`src/rtl/cpu6_instenc.sv`:
```
// cpu6_instenc: field-level RV32I instruction encoder with output FIFO.
// Accepts (kind, rd, rs1, rs2, imm) requests on a valid/ready handshake,
// range-checks them, and either queues the encoded 32-bit word or
// reports a rejection with a code and a saturating error count.
//
// Ports:
//   clk, resetn              clock, synchronous active-low reset
//   req_valid / req_ready    request handshake (ready = FIFO not full)
//   req_kind                 0 LW,1 SW,2 ADDI,3 ADD,4 SUB,5 BEQ,6 BNE,7 JALR,8 CSRRW
//   req_rd/rs1/rs2, req_imm  instruction fields (imm = CSR address for CSRRW)
//   inst_valid / inst_ready  FIFO head handshake, inst = head word
//   err_valid, err_code      one-cycle rejection pulse and reason (1/2/3)
//   err_count                saturating count of rejected requests
module cpu6_instenc #(
  parameter int unsigned DEPTH = 4
) (
  input  logic        clk,
  input  logic        resetn,
  input  logic        req_valid,
  output logic        req_ready,
  input  logic [3:0]  req_kind,
  input  logic [4:0]  req_rd,
  input  logic [4:0]  req_rs1,
  input  logic [4:0]  req_rs2,
  input  logic [31:0] req_imm,
  output logic        inst_valid,
  input  logic        inst_ready,
  output logic [31:0] inst,
  output logic        err_valid,
  output logic [1:0]  err_code,
  output logic [7:0]  err_count
);

  localparam int unsigned AW   = (DEPTH > 1) ? $clog2(DEPTH) : 1;
  localparam int unsigned CW   = AW + 1;
  localparam int unsigned XW   = 32;
  localparam int unsigned ECW  = 2;
  localparam int unsigned ECNT = 8;

  localparam logic [CW-1:0]   FULL    = CW'(DEPTH);
  localparam logic [ECNT-1:0] CNT_MAX = '1;

  localparam logic [3:0] K_LW    = 4'd0;
  localparam logic [3:0] K_SW    = 4'd1;
  localparam logic [3:0] K_ADDI  = 4'd2;
  localparam logic [3:0] K_ADD   = 4'd3;
  localparam logic [3:0] K_SUB   = 4'd4;
  localparam logic [3:0] K_BEQ   = 4'd5;
  localparam logic [3:0] K_BNE   = 4'd6;
  localparam logic [3:0] K_JALR  = 4'd7;
  localparam logic [3:0] K_CSRRW = 4'd8;

  localparam logic [6:0] OP_LOAD   = 7'b0000011;
  localparam logic [6:0] OP_STORE  = 7'b0100011;
  localparam logic [6:0] OP_IMM    = 7'b0010011;
  localparam logic [6:0] OP_REG    = 7'b0110011;
  localparam logic [6:0] OP_BRANCH = 7'b1100011;
  localparam logic [6:0] OP_JALR   = 7'b1100111;
  localparam logic [6:0] OP_SYSTEM = 7'b1110011;

  localparam logic [ECW-1:0] E_KIND  = 2'd1;
  localparam logic [ECW-1:0] E_RANGE = 2'd2;
  localparam logic [ECW-1:0] E_ALIGN = 2'd3;

  logic [XW-1:0]   mem_q [DEPTH];
  logic [AW-1:0]   wr_ptr_q, wr_ptr_d;
  logic [AW-1:0]   rd_ptr_q, rd_ptr_d;
  logic [CW-1:0]   count_q, count_d;
  logic            ready_q, ready_d;
  logic            valid_q, valid_d;
  logic [XW-1:0]   inst_q, inst_d;
  logic            err_valid_q, err_valid_d;
  logic [ECW-1:0]  err_code_q, err_code_d;
  logic [ECNT-1:0] err_count_q, err_count_d;

  logic [XW-1:0]  word_c;
  logic           rej_c;
  logic [ECW-1:0] code_c;
  logic           imm12_ok_c, imm13_ok_c, csr_ok_c;
  logic           accept_c, push_c, pop_c;

  // Sign-extension checks: the upper bits must replicate the field's sign bit.
  assign imm12_ok_c = (&req_imm[31:11]) | ~(|req_imm[31:11]);
  assign imm13_ok_c = (&req_imm[31:12]) | ~(|req_imm[31:12]);
  assign csr_ok_c   = ~(|req_imm[31:12]);

  // Field assembly and range checking, highest-priority error first.
  always_comb begin : encode
    word_c = '0;
    rej_c  = 1'b0;
    code_c = '0;
    case (req_kind)
      K_LW, K_ADDI, K_JALR: begin
        word_c = {req_imm[11:0], req_rs1, 3'b000, req_rd, OP_IMM};
        if (req_kind == K_LW)   word_c = {req_imm[11:0], req_rs1, 3'b010, req_rd, OP_LOAD};
        if (req_kind == K_JALR) word_c = {req_imm[11:0], req_rs1, 3'b000, req_rd, OP_JALR};
        if (!imm12_ok_c) begin
          rej_c  = 1'b1;
          code_c = E_RANGE;
        end
      end
      K_SW: begin
        word_c = {req_imm[11:5], req_rs2, req_rs1, 3'b010, req_imm[4:0], OP_STORE};
        if (!imm12_ok_c) begin
          rej_c  = 1'b1;
          code_c = E_RANGE;
        end
      end
      K_ADD:   word_c = {7'b0000000, req_rs2, req_rs1, 3'b000, req_rd, OP_REG};
      K_SUB:   word_c = {7'b0100000, req_rs2, req_rs1, 3'b000, req_rd, OP_REG};
      K_BEQ, K_BNE: begin
        word_c = {req_imm[12], req_imm[10:5], req_rs2, req_rs1,
                  (req_kind == K_BNE) ? 3'b001 : 3'b000,
                  req_imm[4:1], req_imm[11], OP_BRANCH};
        if (!imm13_ok_c) begin
          rej_c  = 1'b1;
          code_c = E_RANGE;
        end else if (req_imm[0]) begin
          rej_c  = 1'b1;
          code_c = E_ALIGN;
        end
      end
      K_CSRRW: begin
        word_c = {req_imm[11:0], req_rs1, 3'b001, req_rd, OP_SYSTEM};
        if (!csr_ok_c) begin
          rej_c  = 1'b1;
          code_c = E_RANGE;
        end
      end
      default: begin
        rej_c  = 1'b1;
        code_c = E_KIND;
      end
    endcase
  end

  assign accept_c = req_valid & ready_q;
  assign push_c   = accept_c & ~rej_c;
  assign pop_c    = valid_q & inst_ready;

  // FIFO pointer/count update and the registered head word.
  always_comb begin : next_state
    wr_ptr_d    = wr_ptr_q + AW'(push_c);
    rd_ptr_d    = rd_ptr_q + AW'(pop_c);
    count_d     = count_q + CW'(push_c) - CW'(pop_c);
    ready_d     = (count_d != FULL);
    valid_d     = (count_d != '0);
    inst_d      = inst_q;
    // The new head is the word being written this cycle when it lands at rd_ptr_d.
    if (count_d != '0) begin
      if (push_c && (rd_ptr_d == wr_ptr_q)) inst_d = word_c;
      else                                  inst_d = mem_q[rd_ptr_d];
    end
    err_valid_d = accept_c & rej_c;
    err_code_d  = (accept_c & rej_c) ? code_c : err_code_q;
    err_count_d = err_count_q;
    if (accept_c && rej_c && (err_count_q != CNT_MAX)) err_count_d = err_count_q + ECNT'(1);
  end

  // Storage needs no reset: pointers and count define which entries are live.
  always_ff @(posedge clk) begin : storage
    if (push_c) mem_q[wr_ptr_q] <= word_c;
  end

  always_ff @(posedge clk) begin : regs
    if (!resetn) begin
      wr_ptr_q    <= '0;
      rd_ptr_q    <= '0;
      count_q     <= '0;
      ready_q     <= 1'b1;
      valid_q     <= 1'b0;
      inst_q      <= '0;
      err_valid_q <= 1'b0;
      err_code_q  <= '0;
      err_count_q <= '0;
    end else begin
      wr_ptr_q    <= wr_ptr_d;
      rd_ptr_q    <= rd_ptr_d;
      count_q     <= count_d;
      ready_q     <= ready_d;
      valid_q     <= valid_d;
      inst_q      <= inst_d;
      err_valid_q <= err_valid_d;
      err_code_q  <= err_code_d;
      err_count_q <= err_count_d;
    end
  end

  assign req_ready  = ready_q;
  assign inst_valid = valid_q;
  assign inst       = inst_q;
  assign err_valid  = err_valid_q;
  assign err_code   = err_code_q;
  assign err_count  = err_count_q;

endmodule

```
`config.mk`:
```
export PLATFORM = sky130hd
export DESIGN_NAME = cpu6_instenc
export DESIGN_NICKNAME = d
export VERILOG_FILES = /design/src/rtl/cpu6_instenc.sv
export SDC_FILE = /design/constraint.sdc
export NUM_CORES = 1
export LEC_CHECK = 0
export ABC_AREA = 1
export CAP_MARGIN = 20
export CORE_AREA = 5 5 157 99
export DETAILED_ROUTE_END_ITERATION = 12
export DIE_AREA = 0 0 162 104
export PLACE_DENSITY = 0.79
export SYNTH_ARGS = -nofsm -noshare
export SYNTH_HDL_FRONTEND = slang
export SYNTH_SLANG_ARGS = --single-unit
```
`constraint.sdc`:
```
create_clock -name clk -period 4.5 [get_ports clk]
set_input_delay 0.45 -clock clk [delete_from_list [all_inputs] [get_ports clk]]
set_output_delay 0.45 -clock clk [all_outputs]
set_load 0.05 [all_outputs]
```
# Word-level counts from Yosys, hierarchy flattened
# Memory sizes are Yosys's and may differ from the RTL's. A register that Yosys moved wholly into a read port is not among the register bits.
# Index checks and enable logic that the tools add are counted.
# totals
ff_bits	20
latchBits	0
ramBits	128
rom_bits	0
inputBits	55
out_inout_bits	45
elab_cells	62
memories	1
# classes
n_addsub	5
n_mul	0
div_mod_pow	0
magnitude_cmp	0
n_eq_ne	10
shifts	0
mux	16
bitwise	9
reduce_logical	13
# memory_table
name	depth	width	read_ports	rd_clocked_by_memory_dff	wr	line	rtl
mem_q	4	32	1	1	1	65	logic [XW-1:0] mem_q [DEPTH];
# ops
op	n
case mux 32 bit (6 select lines)	1
2-to-1 mux 14 bit	2
AND reduction 21 bit	1
OR reduction 21 bit	1
AND reduction 20 bit	1
OR reduction 20 bit	1
equality test 4 x 3 -> 1 bit (second input constant)	4
adder 8 x 1 -> 8 bit (second input constant)	1
equality test 4 x 2 -> 1 bit (second input constant)	2
2-to-1 mux 2 bit	4
!= test 8 bit (second input constant)	1
case mux 2 bit (4 select lines)	1
2-to-1 mux 1 bit	7
adder 2 x 1 -> 2 bit	2
bitwise AND 1 bit	4
equality test 4 x 1 -> 1 bit (second input constant)	1
equality test 4 bit (second input constant)	1
logical NOT 4 bit	1
case mux 1 bit (4 select lines)	1
OR reduction 2 bit	2
OR reduction 4 bit	1
adder 3 x 1 -> 3 bit	1
!= test 3 bit (second input constant)	1
NOT 1 bit	3
other kinds (6)	8

# Depth between registers and ports, before layout
# depth
word_depth	10
ltp_mapped	26
depth_no_buf	23

# Least setup slack after synthesis
# Ideal clock, no wire load.
# synth_timing
path_type	input -> register
start	in req_imm[13]
end	mem mem_q[2][10] (enable)
setup_time_ps	452
arrival_ps	3449
t_required_ps	4048
path_slack_ps	599
stages	9
n_path_buf	1
path_cell_list	or2_1 > nor2_1 > nand3_1 > nand2_1 > nand2_2 > a21oi_2 > buf_4 > nand2_4 > nor3_1
# synth_via
elab_chain_len	9
word_cells_on_any_way	16
cone_classes	mux: 6; bitwise: 6; reduce/logical: 4
# synth_lines
element	line	rtl
start, declared	25	input logic [31:0] req_imm,
OR reduction 21 bit or OR reduction 20 bit (tied branches)	83, 84, 85	
NOT 1 bit, on equally long branches	-	
OR 1 bit, on equally long branches	83, 84	
2-to-1 mux 1 bit, on equally long branches	97, 104, 115	
case mux 1 bit (4 select lines) (*)	92	case (req_kind)
NOT 1 bit (*)	138	assign push_c = accept_c & ~rej_c;
bitwise AND 1 bit (*)	138	
2-to-1 mux 1 bit (*)	162	if (push_c) mem_q[wr_ptr_q] <= word_c;
2-to-1 mux 1 bit (implied by the code) (*)	162	
end, declared	65	
# Every way passes the cells marked *; elsewhere a longest branch is shown, timed or not.

# Worst setup path in the final report
# layout_timing
start	in req_imm[12]
end	reg inst_q[31], in the netlist inst[31], read port of mem_q
# layout_via
elab_chain_len	10
word_cells_on_any_way	17
cone_classes	add/sub: 2; mux: 4; bitwise: 6; reduce/logical: 5
# layout_lines
element	line	rtl
OR reduction 21 bit or OR reduction 20 bit (tied branches)	83, 84, 85	
NOT 1 bit, on equally long branches	-	
OR 1 bit, on equally long branches	83, 84	
2-to-1 mux 1 bit, on equally long branches	97, 104, 115	
case mux 1 bit (4 select lines) (*)	92	
NOT 1 bit (*)	138	
bitwise AND 1 bit (*)	138	
adder 3 x 1 -> 3 bit (*)	145	count_d = count_q + CW'(push_c) - CW'(pop_c);
subtractor 3 x 1 -> 3 bit (*)	145	
nonzero test 3 bit (*)	150	if (count_d != '0) begin
end, declared	71	logic [XW-1:0] inst_q, inst_d;
# Marked as above.
# A chain may end at the register's enable or synchronous reset.

==> flow_metrics.py <==
metrics = {
    "route": {
        "ant_nets": 0,
        "num_vias": 5738,
        "via_per_inst": 5.648,
        "met3_length_um": 1709,
        "wl_met1_um": 8177,
        "wl_met2_um": 8708,
        "wl_per_cell_um": 18.65,
        "post-route-drc-count": 0,
        "drt_iter0_markers": 542,
        "drt_wl_total_um": 18950,
        "firstDrtPassIters": 5,
        "top_layer": "met4",
    },
    "floorplanning": {
        "die_h_um": 104,
        "start_util_pct": 53.40,
        "rows": 34,
        "dieWidth_um": 162,
        "num_io_pins": 100,
        "core_um2": 14040,
        "die-area_um2": 16850,
    },
    "sta": {
        "final.setup.worst_slack_ns": 0.5844,
        "finalCriticalPeriod_ns": 3.916,
        "max_slew_margin_pct": 35.34,
        "timing.setup.tns_ns": 0,
        "fmax_mhz": 255.4,
        "slew_viol_final": 0,
        "fin_crit_sh_pct": 87.01,
        "rsz0062_at_grt": "false",
        "tightest_slew_ns": 0.9685,
        "final_hold_viol_count": 0,
        "fin_skew_ns": 0.01254,
        "finalSetupViolations": 0,
    },
    "grt": {
        "grt.overflow.total": 0,
        "grt_first_pass_wirelength_um": 30090,
        "grtUsageTotal_pct": 22.67,
        "grt_max_degree": 60,
        "grt_pass1_vias": 5727,
        "antenna_found_initial": 0,
    },
    "yosys": {
        "async_flop_share_pct": 0,
        "synth.area.top_cells": "edfxtp_1 (46%), dfxtp_1 (13%), nand2_1 (9.1%)",
        "yosys_most_used_dff": "edfxtp_1",
        "synth_simple_gate_area_share_pct": 19.86,
        "yosysWarningCount": 0,
        "synth_mux_area_share_pct": 8.228,
        "yosysMostFrequentCell": "nand2_1",
        "synth_top_area_cell": "edfxtp_1",
        "synth_area_um2": 7497,
        "synth_edf_count": 116,
        "avgSynthCellArea_um2": 10.28,
        "synth_top_family_by_area": "simple AND/OR/NAND/NOR gates",
        "ys_seq_area_share_pct": 59.55,
        "synthesis.instances": 729,
        "synthAdderAreaFrac_pct": 1.101,
        "synthTopCellsByCount": "nand2_1 (182), edfxtp_1 (116), inv_1 (52)",
        "ys_seq_elements": 165,
        "yosys.area_share.xor_xnor_pct": 1.285,
        "synth.top_cell.area_share_pct": 46.46,
        "synth-compound-area-share_pct": 4.556,
        "synthDistinctLibCells": 37,
    },
    "setup_path": {
        "start_kind": "input pin",
        "r2r_cells": 15,
        "crit_type": "input pin to flop",
        "cp_slowest_cell": "clkdlybuf4s50_1",
        "cpPeakStageDelay_ns": 0.52,
        "path_cells": "clkdlybuf4s50_1, or2_1, nor2_1, nand3_1, nand2_1, nand2_2, a21oi_2, nand2_4, ha_1, inv_1, ha_1, inv_1, fa_1, xnor2_1, xor2_1, nand2_1, nor2_2, buf_12, nand2_1, nand2_1",
        "critPathRequiredTime_ns": 4.87,
        "cp_data_arrival_time_ns": 4.28,
        "worst-path-stages": 20,
        "worstPathMaxFanout": 22,
        "cp.buffers_inverters": 4,
        "cp_common_cell": "nand2_1",
        "cp-end-kind": "flop",
        "crit_family": "simple AND/OR/NAND/NOR gates",
    },
    "power_and_ir_drop": {
        "powerDensity_nw_per_um2": 570.9,
        "leakage_uw": 0.003727,
        "cellInternalPower_uw": 3341,
        "clock_power_share_pct": 28.4,
        "comb_power_share_pct": 36.0,
        "p_sw_uw": 1939,
        "sequentialPowerShare_pct": 35.6,
        "switching_share_pct": 36.73,
        "vdd_drop_max_mv": 0.3652,
    },
    "placed_design": {
        "place_ws_ns": 0.2493,
        "place_congestion": 0.9530,
        "dp_hpwl_um": 12160,
        "dp.cells": 984,
        "placed_area_um2": 8643,
        "port_buffers": 97,
    },
    "final_layout": {
        "multiInputGateArea_um2": 2663,
        "layout-drive-gt1-share_pct": 11.84,
        "n_antenna_cell": 0,
        "area_delta_synth_final_pct": 23.36,
        "nFillCells": 1007,
        "fin_util_pct": 65.88,
        "nets": 884,
        "final_cells": 1016,
        "seq_area_um2": 4464,
        "postLayoutCellArea_um2": 9249,
    },
    "clock_tree": {
        "cts_root_buffer": "clkbuf_16",
        "cts.sinks": 165,
        "cts_setup_buffers": 0,
        "cts_resized": 0,
        "cts_tree": "yes",
        "cts_buffer_depth": 2,
        "numCtsBuffers": 17,
        "cts_max_level": 4,
        "clkTransAtPathRegs_ns": 0.06,
        "insertion_delay_ns": 0.43,
        "hold_buffers": 0,
    },
    "run_status": {
        "status": "complete, no violations",
    },
    "hold_path": {
        "whs_path_depth": 2,
        "hp-class": "flop to flop",
    },
    "job": {
        "maxCapViolCount": 0,
    },
}
## power by group through the flow
stage / Combinational, uW / Sequential [uW] / Clock [uW]
6_report: 1900 / 1880 / 1500
5_1_grt: 2040 / 1890 / 1570
4_1_cts: 1890 / 1880 / 1510
3_5_place_dp: 1870 / 1910 / 0
3_3_place_gp: 1830 / 1900 / 0
2_1_floorplan: 987 / 2240 / 0
## cells by family (layout without fill, tap and decap cells)
group	count (synthesis)	after routing
AND/OR/NAND/NOR	332	332
flip-flops	165	165
multiplexers	58	58
buffers and inverters	94	200
adder cells (fa/ha/maj)	6	6
XOR/XNOR	11	11
AO/OA/AOI/OAI	62	62
other	1	2
## cells in the final DEF, fill, tap and decap left out, drive strengths merged, types with 5 or more instances in the layout
master	count
mux2i	29
xnor2	5
nor2	52
clkbuf	19
nand3	41
mux2	29
a21oi	16
buf	11
dfxtp	49
nand4	39
clkdlybuf4s50	97
nor3	8
edfxtp	116
inv	62
a22oi	10
o21ai	34
xor2	6
ha	5
nand2	189
## metal layers
layer	vias to the layer above	track usage (%)
met5	-	0
met4	0	7.363
met3	29	5.386
met2	281	36.28
met1	2729	30.67
li1	2699	-
## worst min-delay path, delay by kind of cell, from the launching register on
| family | cells | cell delay, ns |
|---|---|---|
| DFF | 1 | 0.31 |
| and+or+nand+nor | 2 | 0.10 |
## area by class of cell
cell class / count / area share, %
flip-flops and latches: 165 / 48.27
multi-input cells: 471 / 28.79
repair buffers: 108 / 11.53
clock buffers: 19 / 4.681
inverters: 60 / 2.435
well taps: 180 / 2.435
clock inverters: 13 / 1.867
## metrics by stage
step | hold WS [ns] | total power, uW
final | 0.4517 | 5280
after CTS | 0.4534 | 5278
after global routing | 0.4632 | 5505
after detailed placement | 0.4390 | 3776
after floorplan | 0.5199 | 3225
after global placement | 0.4416 | 3731
## registers in the layout (all words and copies together), names as in the netlist
| signal | flops |
|---|---|
| mem_q | 116 |
| inst | 29 |
| err_count | 8 |
| count_q | 3 |
| err_code | 2 |
| rd_ptr_q | 2 |
| wr_ptr_q | 2 |
| err_valid | 1 |
| inst_valid | 1 |
| req_ready | 1 |
## final timing paths
check                  end        start  slack, ns
setup / recovery  inst[31]  req_imm[12]       0.58
hold reg to reg    inst[7]      inst[7]       0.45
setup reg to reg  inst[31]    req_ready       1.48
hold / removal     inst[7]      inst[7]       0.45
Note: power is estimated with default switching activity, not from simulation.
